--- config.mk ---
export PLATFORM = sky130hd
export DESIGN_NAME = uart_rx
export DESIGN_NICKNAME = d
export VERILOG_FILES = /design/src/rtl/uart_rx.sv
export SDC_FILE = /design/constraint.sdc
export NUM_CORES = 1
export LEC_CHECK = 0
export CORE_MARGIN = 2
export CORE_UTILIZATION = 30
export DETAILED_ROUTE_END_ITERATION = 10
export GPL_TIMING_DRIVEN = 0
export HOLD_SLACK_MARGIN = 0.1
export PLACE_DENSITY = 0.56
export SYNTH_ARGS = -nofsm -noshare
export SYNTH_HDL_FRONTEND = slang
export SYNTH_SLANG_ARGS = --single-unit
export TNS_END_PERCENT = 1
--- constraint.sdc ---
create_clock -name clk -period 3.1 [get_ports clk]
set_input_delay 0.31 -clock clk [delete_from_list [all_inputs] [get_ports clk]]
set_output_delay 0.31 -clock clk [all_outputs]
set_load 0.03 [all_outputs]
--- src/rtl/uart_rx.sv ---
`timescale 1ns/1ps
// -----------------------------------------------------------------------------
// uart_rx -- UART receiver, 8 data bits, LSB first, one stop bit.
//
// The line is oversampled OVERSAMPLE times per bit by an internal tick divider
// (DIV = CLOCK_FREQ / (BAUD_RATE * OVERSAMPLE) clocks per tick). The start bit
// is confirmed at its middle, then every following bit is sampled one bit
// period later, so all samples land mid-bit. Received bytes are offered on a
// valid/read handshake.
//
// Optional feature (macro UART_RX_PARITY_EN): adds a parity bit between the
// data and the stop bit (even when PARITY_ODD=0, odd when PARITY_ODD=1) and
// the parity_err port. Without the macro the frame is 8N1.
//
// Ports:
//   clk        in   system clock, rising edge
//   rst_n      in   asynchronous active-low reset
//   rx         in   serial line, asynchronous, idles high
//   rx_read    in   consumer pulse: byte in rx_data has been taken
//   rx_data    out  last received byte
//   rx_valid   out  rx_data holds an unread byte
//   rx_busy    out  a frame is being received
//   frame_err  out  1-cycle pulse: stop bit sampled low
//   overrun    out  1-cycle pulse: new byte replaced an unread byte
//   parity_err out  1-cycle pulse with the byte update: parity mismatch
//                   (present only with UART_RX_PARITY_EN)
//
// Handshake: rx_valid rises when a byte completes and stays high until a
// cycle with rx_read=1; it clears on the following edge. rx_read while
// rx_valid=0 has no effect. A byte completing in the same cycle as rx_read
// replaces the consumed one cleanly (rx_valid stays 1, no overrun).
// -----------------------------------------------------------------------------
module uart_rx #(
    parameter int CLOCK_FREQ = 50000000,
    parameter int BAUD_RATE  = 115200,
    parameter int OVERSAMPLE = 16,
    parameter int PARITY_ODD = 0
) (
    input  logic       clk,
    input  logic       rst_n,
    input  logic       rx,
    input  logic       rx_read,
    output logic [7:0] rx_data,
    output logic       rx_valid,
    output logic       rx_busy,
    output logic       frame_err,
    output logic       overrun
`ifdef UART_RX_PARITY_EN
    ,
    output logic       parity_err
`endif
);

    localparam int DIV    = CLOCK_FREQ / (BAUD_RATE * OVERSAMPLE);
    localparam int DIV_W  = (DIV > 1) ? $clog2(DIV) : 1;
    localparam int TICK_W = $clog2(OVERSAMPLE);

    localparam logic [DIV_W-1:0]  DIV_LAST  = DIV_W'(DIV - 1);
    localparam logic [TICK_W-1:0] TICK_LAST = TICK_W'(OVERSAMPLE - 1);
    localparam logic [TICK_W-1:0] TICK_HALF = TICK_W'(OVERSAMPLE / 2 - 1);

    localparam bit CFG_OK = (OVERSAMPLE >= 8) && (OVERSAMPLE % 2 == 0) &&
                            (DIV >= 1) && (PARITY_ODD == 0 || PARITY_ODD == 1);

    generate
        if (!CFG_OK) begin : g_bad_cfg
            $error("uart_rx: OVERSAMPLE must be even and >= 8, DIV >= 1, PARITY_ODD 0 or 1");
        end
    endgenerate

    typedef enum logic [2:0] {
        S_IDLE,
        S_START,
        S_DATA,
`ifdef UART_RX_PARITY_EN
        S_PARITY,
`endif
        S_STOP,
        S_BREAK
    } state_t;

    state_t              state, state_next;
    logic                rx_meta, rxs, rxs_d;
    logic [DIV_W-1:0]    div_cnt;
    logic [TICK_W-1:0]   tick_cnt;
    logic [2:0]          bit_cnt;
    logic [7:0]          shreg;
    logic                tick, half_pt, bit_end;
    logic                cnt_clr, shift_en, deliver, stop_bad;
`ifdef UART_RX_PARITY_EN
    localparam logic PAR_ODD = (PARITY_ODD != 0);
    logic                par_sample, par_bad;
`endif

    assign tick    = (div_cnt == DIV_LAST);
    assign half_pt = tick && (tick_cnt == TICK_HALF);
    assign bit_end = tick && (tick_cnt == TICK_LAST);

    // State register
    always_ff @(posedge clk or negedge rst_n) begin
        if (!rst_n) state <= S_IDLE;
        else        state <= state_next;
    end

    // Next state and per-cycle control strobes
    always_comb begin
        state_next = state;
        cnt_clr    = 1'b0;
        shift_en   = 1'b0;
        deliver    = 1'b0;
        stop_bad   = 1'b0;
`ifdef UART_RX_PARITY_EN
        par_sample = 1'b0;
`endif
        case (state)
            S_IDLE: begin
                if (rxs_d && !rxs) begin
                    state_next = S_START;
                    cnt_clr    = 1'b1;
                end
            end
            S_START: begin
                // Start bit still low at its middle: real frame, re-phase the
                // tick counter so later samples are one full bit apart.
                if (half_pt) begin
                    cnt_clr    = 1'b1;
                    state_next = rxs ? S_IDLE : S_DATA;
                end
            end
            S_DATA: begin
                if (bit_end) begin
                    shift_en = 1'b1;
                    if (bit_cnt == 3'd7) begin
`ifdef UART_RX_PARITY_EN
                        state_next = S_PARITY;
`else
                        state_next = S_STOP;
`endif
                    end
                end
            end
`ifdef UART_RX_PARITY_EN
            S_PARITY: begin
                if (bit_end) begin
                    par_sample = 1'b1;
                    state_next = S_STOP;
                end
            end
`endif
            S_STOP: begin
                // Leaves mid-stop-bit so a back-to-back start edge is caught.
                if (bit_end) begin
                    if (rxs) begin
                        deliver    = 1'b1;
                        state_next = S_IDLE;
                    end else begin
                        stop_bad   = 1'b1;
                        state_next = S_BREAK;
                    end
                end
            end
            S_BREAK: begin
                // Held-low line: one frame_err, then wait for the line to idle.
                if (rxs) state_next = S_IDLE;
            end
            default: state_next = S_IDLE;
        endcase
    end

    // Synchroniser, counters and shift register
    always_ff @(posedge clk or negedge rst_n) begin
        if (!rst_n) begin
            rx_meta  <= 1'b1;
            rxs      <= 1'b1;
            rxs_d    <= 1'b1;
            div_cnt  <= '0;
            tick_cnt <= '0;
            bit_cnt  <= '0;
            shreg    <= '0;
        end else begin
            rx_meta <= rx;
            rxs     <= rx_meta;
            rxs_d   <= rxs;

            if (cnt_clr || tick) div_cnt <= '0;
            else                 div_cnt <= div_cnt + 1'b1;

            if (cnt_clr)                      tick_cnt <= '0;
            else if (tick && tick_cnt == TICK_LAST) tick_cnt <= '0;
            else if (tick)                    tick_cnt <= tick_cnt + 1'b1;

            if (cnt_clr)       bit_cnt <= '0;
            else if (shift_en) bit_cnt <= bit_cnt + 1'b1;

            if (shift_en) shreg <= {rxs, shreg[7:1]};
        end
    end

`ifdef UART_RX_PARITY_EN
    // Mismatch is held until the stop bit so parity_err aligns with the byte.
    always_ff @(posedge clk or negedge rst_n) begin
        if (!rst_n) begin
            par_bad    <= 1'b0;
            parity_err <= 1'b0;
        end else begin
            if (par_sample) par_bad <= rxs ^ (^shreg) ^ PAR_ODD;
            parity_err <= deliver && par_bad;
        end
    end
`endif

    // Output register and handshake
    always_ff @(posedge clk or negedge rst_n) begin
        if (!rst_n) begin
            rx_data   <= '0;
            rx_valid  <= 1'b0;
            rx_busy   <= 1'b0;
            frame_err <= 1'b0;
            overrun   <= 1'b0;
        end else begin
            rx_busy   <= (state_next != S_IDLE) && (state_next != S_BREAK);
            frame_err <= stop_bad;
            overrun   <= deliver && rx_valid && !rx_read;
            if (deliver) begin
                rx_data  <= shreg;
                rx_valid <= 1'b1;
            end else if (rx_read) begin
                rx_valid <= 1'b0;
            end
        end
    end

endmodule

==> metrics.txt <==
# TYPE chip_impl_metric gauge
chip_impl_metric{name="layout-drive-gt1-share",unit="%"} 25.00
chip_impl_metric{name="maxSlewHeadroom",unit="%"} 45.62
chip_impl_metric{name="peakVddDrop",unit="V"} 0.0001620
chip_impl_info{name="r2r_start",value="div_cnt[0]"} 1
chip_impl_metric{name="detail_route.vias_per_cell",unit=""} 4.732
chip_impl_metric{name="r2r_depth",unit=""} 6
chip_impl_metric{name="timing.final.hold_violations",unit=""} 0
chip_impl_metric{name="grt.total_usage",unit="%"} 10.46
chip_impl_metric{name="floorplan.rows",unit=""} 27
chip_impl_metric{name="final_routed_drc_violation_total",unit=""} 0
chip_impl_metric{name="cts_max_path_buffers",unit=""} 2
chip_impl_metric{name="ant_nets",unit=""} 0
chip_impl_metric{name="cp.required",unit="ns"} 3.28
chip_impl_metric{name="post_cts_hold_buffer_count",unit=""} 0
chip_impl_metric{name="pwr_density",unit="nW/µm²"} 550.8
chip_impl_metric{name="synth.cell_area",unit="µm²"} 1697
chip_impl_metric{name="grt_antenna_before_repair",unit=""} 0
chip_impl_metric{name="synthesized_nets",unit=""} 142
chip_impl_metric{name="fin_skew",unit="ns"} 0.006162
chip_impl_metric{name="data_arrival_at_the_endpoint_of_the_critical_path",unit="ns"} 2.17
chip_impl_info{name="critical_path.endpoint",value="shreg[6]"} 1
chip_impl_metric{name="io_pins",unit=""} 16
chip_impl_metric{name="critPathMaxFanout",unit=""} 10
chip_impl_metric{name="detailedRoute.firstIterationViolations",unit=""} 63
chip_impl_metric{name="ctsHtreeMaxLevel",unit=""} 2
chip_impl_metric{name="post-cts-setup-buffer-count",unit=""} 0
chip_impl_metric{name="place_hpwl",unit="µm"} 2065
chip_impl_metric{name="reg2reg_setup_slack",unit="ns"} 1.11
chip_impl_metric{name="setup_violations",unit=""} 0
chip_impl_info{name="timing_worst_setup_path_type",value="register to register"} 1
chip_impl_metric{name="syn2layout_area_growth",unit="%"} 19.47
chip_impl_metric{name="worst-slew-pin-transition",unit="ns"} 0.8158
chip_impl_metric{name="num-nets-final",unit=""} 164
chip_impl_metric{name="core_region_area",unit="µm²"} 5473
chip_impl_metric{name="clock_latency",unit="ns"} 0.29
chip_impl_metric{name="clock_sink_count",unit=""} 38
chip_impl_metric{name="leakage",unit="nW"} 0.9617
chip_impl_info{name="yosys_most_used_dff",value="dfrtp_1"} 1
chip_impl_metric{name="grt_max_degree",unit=""} 39
chip_impl_metric{name="finalWeightedCongestion",unit=""} 0.8372
chip_impl_metric{name="buffers_on_ports",unit=""} 15
chip_impl_metric{name="maximum_achievable_frequency",unit="GHz"} 0.5032
chip_impl_metric{name="cts_made_buffers",unit=""} 5
chip_impl_metric{name="drv_cap",unit=""} 0
chip_impl_info{name="critical_path.reg2reg.endpoint",value="shreg[6]"} 1
chip_impl_metric{name="drtPass1Iterations",unit=""} 4
chip_impl_metric{name="die-area",unit="µm²"} 6273
chip_impl_info{name="cp-start-kind",value="register"} 1
chip_impl_metric{name="fin_tns_setup",unit="ns"} 0
chip_impl_metric{name="avgRoutedWirePerCell",unit="µm"} 12.69
chip_impl_metric{name="number_of_warnings_reported_in_the_yosys_synthesis_log",unit=""} 0
chip_impl_metric{name="synth_cells",unit=""} 133
chip_impl_metric{name="totalWireLength",unit="µm"} 2894
chip_impl_metric{name="antenna_cells_inserted",unit=""} 0
chip_impl_metric{name="total_number_of_vias",unit=""} 1079
chip_impl_info{name="crit_start",value="div_cnt[0]"} 1
chip_impl_metric{name="fraction_of_the_yosys_area_taken_by_sequential_cells",unit="%"} 56.27
chip_impl_metric{name="chipHeight",unit="µm"} 79.20
chip_impl_metric{name="number_of_synthesized_flops_with_an_enable_pin",unit=""} 0
chip_impl_metric{name="yosys.cell_types.count",unit=""} 37
chip_impl_metric{name="layout_min_cycle_time",unit="ns"} 1.987
chip_impl_metric{name="floorplan.die.width",unit="µm"} 79.20
chip_impl_info{name="final_common_cell",value="dfrtp_1"} 1
chip_impl_metric{name="placed_instances",unit=""} 220
chip_impl_metric{name="drv_slew",unit=""} 0
chip_impl_metric{name="async_flop_share",unit="%"} 100.0
chip_impl_info{name="ctsRootBufferMaster",value="clkbuf_8"} 1
chip_impl_metric{name="final_min_period_over_clock_period",unit="%"} 64.11
chip_impl_info{name="cp-end-kind",value="register"} 1
chip_impl_info{name="cts_tree",value="done"} 1
chip_impl_metric{name="synthesis.area_per_instance",unit="µm²"} 12.76
chip_impl_metric{name="postSynthRegisterBits",unit=""} 38
chip_impl_info{name="most-common-layout-cells",value="35 x dfrtp_1, 14 x clkdlybuf4s50_1, 13 x nand2_1"} 1
chip_impl_metric{name="vias_in_the_first_global_route",unit=""} 1080
chip_impl_metric{name="cts_resized",unit=""} 0
chip_impl_info{name="setup_repair_after_global_routing_missed_its_margin",value="no"} 1
chip_impl_metric{name="non_filler_cells_in_the_finished_layout",unit=""} 228
chip_impl_info{name="worstHoldPathType",value="input pin to async pin"} 1
chip_impl_metric{name="cts.reportedPaths.clkPinSlew",unit="ns"} 0.08
chip_impl_metric{name="grt.overflow.total",unit=""} 0
chip_impl_info{name="run_status",value="finished, final reports clean"} 1
chip_impl_metric{name="floorplan.initialDensity",unit="%"} 31.00
chip_impl_metric{name="wire_length_of_the_first_global_routing_pass",unit="µm"} 5030
## cells by family (layout without fill, tap and decap cells)
| logic type | Yosys count | count (layout) | synth area share [%] |
|---|---|---|---|
| compound gates | 18 | 18 | 7.891 |
| xor+xnor | 5 | 5 | 2.582 |
| fa+ha+maj | 5 | 5 | 3.687 |
| flops | 38 | 38 | 56.27 |
| simple gates | 42 | 42 | 14.97 |
| buf+inv | 9 | 32 | 2.655 |
| mux | 16 | 16 | 11.95 |
## through the flow
stage / setup slack (ns) / hold WS (ns) / instance area (µm²) / total power [mW] / util, %
after floorplan: 1.341 / 0.01441 / 1697 / 0.7265 / -
after global placement: 0.9239 / 0.3470 / 1937 / 0.7553 / 35.39
after detailed placement: 1.099 / 0.3476 / 1932 / 0.7779 / 35.30
after CTS: 1.080 / 0.1501 / 2027 / 1.128 / 37.04
after global routing: 1.000 / 0.1856 / 2027 / 1.185 / 37.04
final: 1.113 / 0.1131 / 2027 / 1.116 / 37.04
## how the worst min path moves through the flow
stage,start,to,cells after the start
after floorplan,rst_n,bit_cnt[0],0
after global placement,rx_meta,rxs,0
after detailed placement,rx_meta,rxs,0
after CTS,rst_n,state[2],1
after global routing,rst_n,state[2],1
final,rst_n,tick_cnt[3],1
## per-layer routing
metal	global-route usage, %	vias up	routed length (µm)
met3	3.182	6	121
met2	16.69	23	1446
met5	0	-	0
li1	-	511	-
met4	5.690	0	68
met1	12.60	539	1259
## where the power goes
group | total [mW] | leakage, nW | switching [mW] | internal [mW]
Clock | 0.353 | 0.0472 | 0.174 | 0.179
Sequential | 0.611 | 0.498 | 0.0616 | 0.549
Combinational | 0.153 | 0.417 | 0.0796 | 0.0734
Total | 1.12 | 0.962 | 0.315 | 0.801
## critical path, stage by stage, from the launching register on
cell	delay (ns)
dfrtp_1	0.41
inv_1	0.07
ha_1	0.22
nand4b_4	0.22
nor4_4	0.42
buf_6	0.23
mux2_4	0.31
## flip-flops by register name, indices dropped and copies added (netlist names), 3 cells and up
signal	count
state	3
rx_data	8
bit_cnt	3
shreg	8
div_cnt	5
tick_cnt	4
## synthesized netlist by cell type (2+ instances only)
library cell	number	area, µm²
nor2_1	10	37.54
dfstp_2	3	78.83
o31ai_1	2	15.01
inv_1	5	18.77
nor3_1	2	10.01
xnor2_1	2	17.52
mux2_2	10	112.6
mux2_4	6	90.09
nand2b_1	2	12.51
ha_1	5	62.56
xor2_1	3	26.28
dfrtp_1	35	875.8
o21ai_0	3	15.01
a21oi_1	5	25.02
nand2_1	13	48.80
a31oi_1	3	18.77
nand3_1	2	10.01
buf_2	3	15.01
## cell type report
| type | count | area (µm²) |
|---|---|---|
| Fill cell | 558 | 3446 |
| Sequential cell | 38 | 954.7 |
| Multi-Input combinational cell | 86 | 696.9 |
| Timing Repair Buffer | 15 | 145.1 |
| Tap cell | 72 | 90.09 |
| Clock buffer | 6 | 82.58 |
| Buffer | 4 | 26.28 |
| Inverter | 5 | 18.77 |
| Clock inverter | 2 | 12.51 |
(Power assumes the default switching activity.)
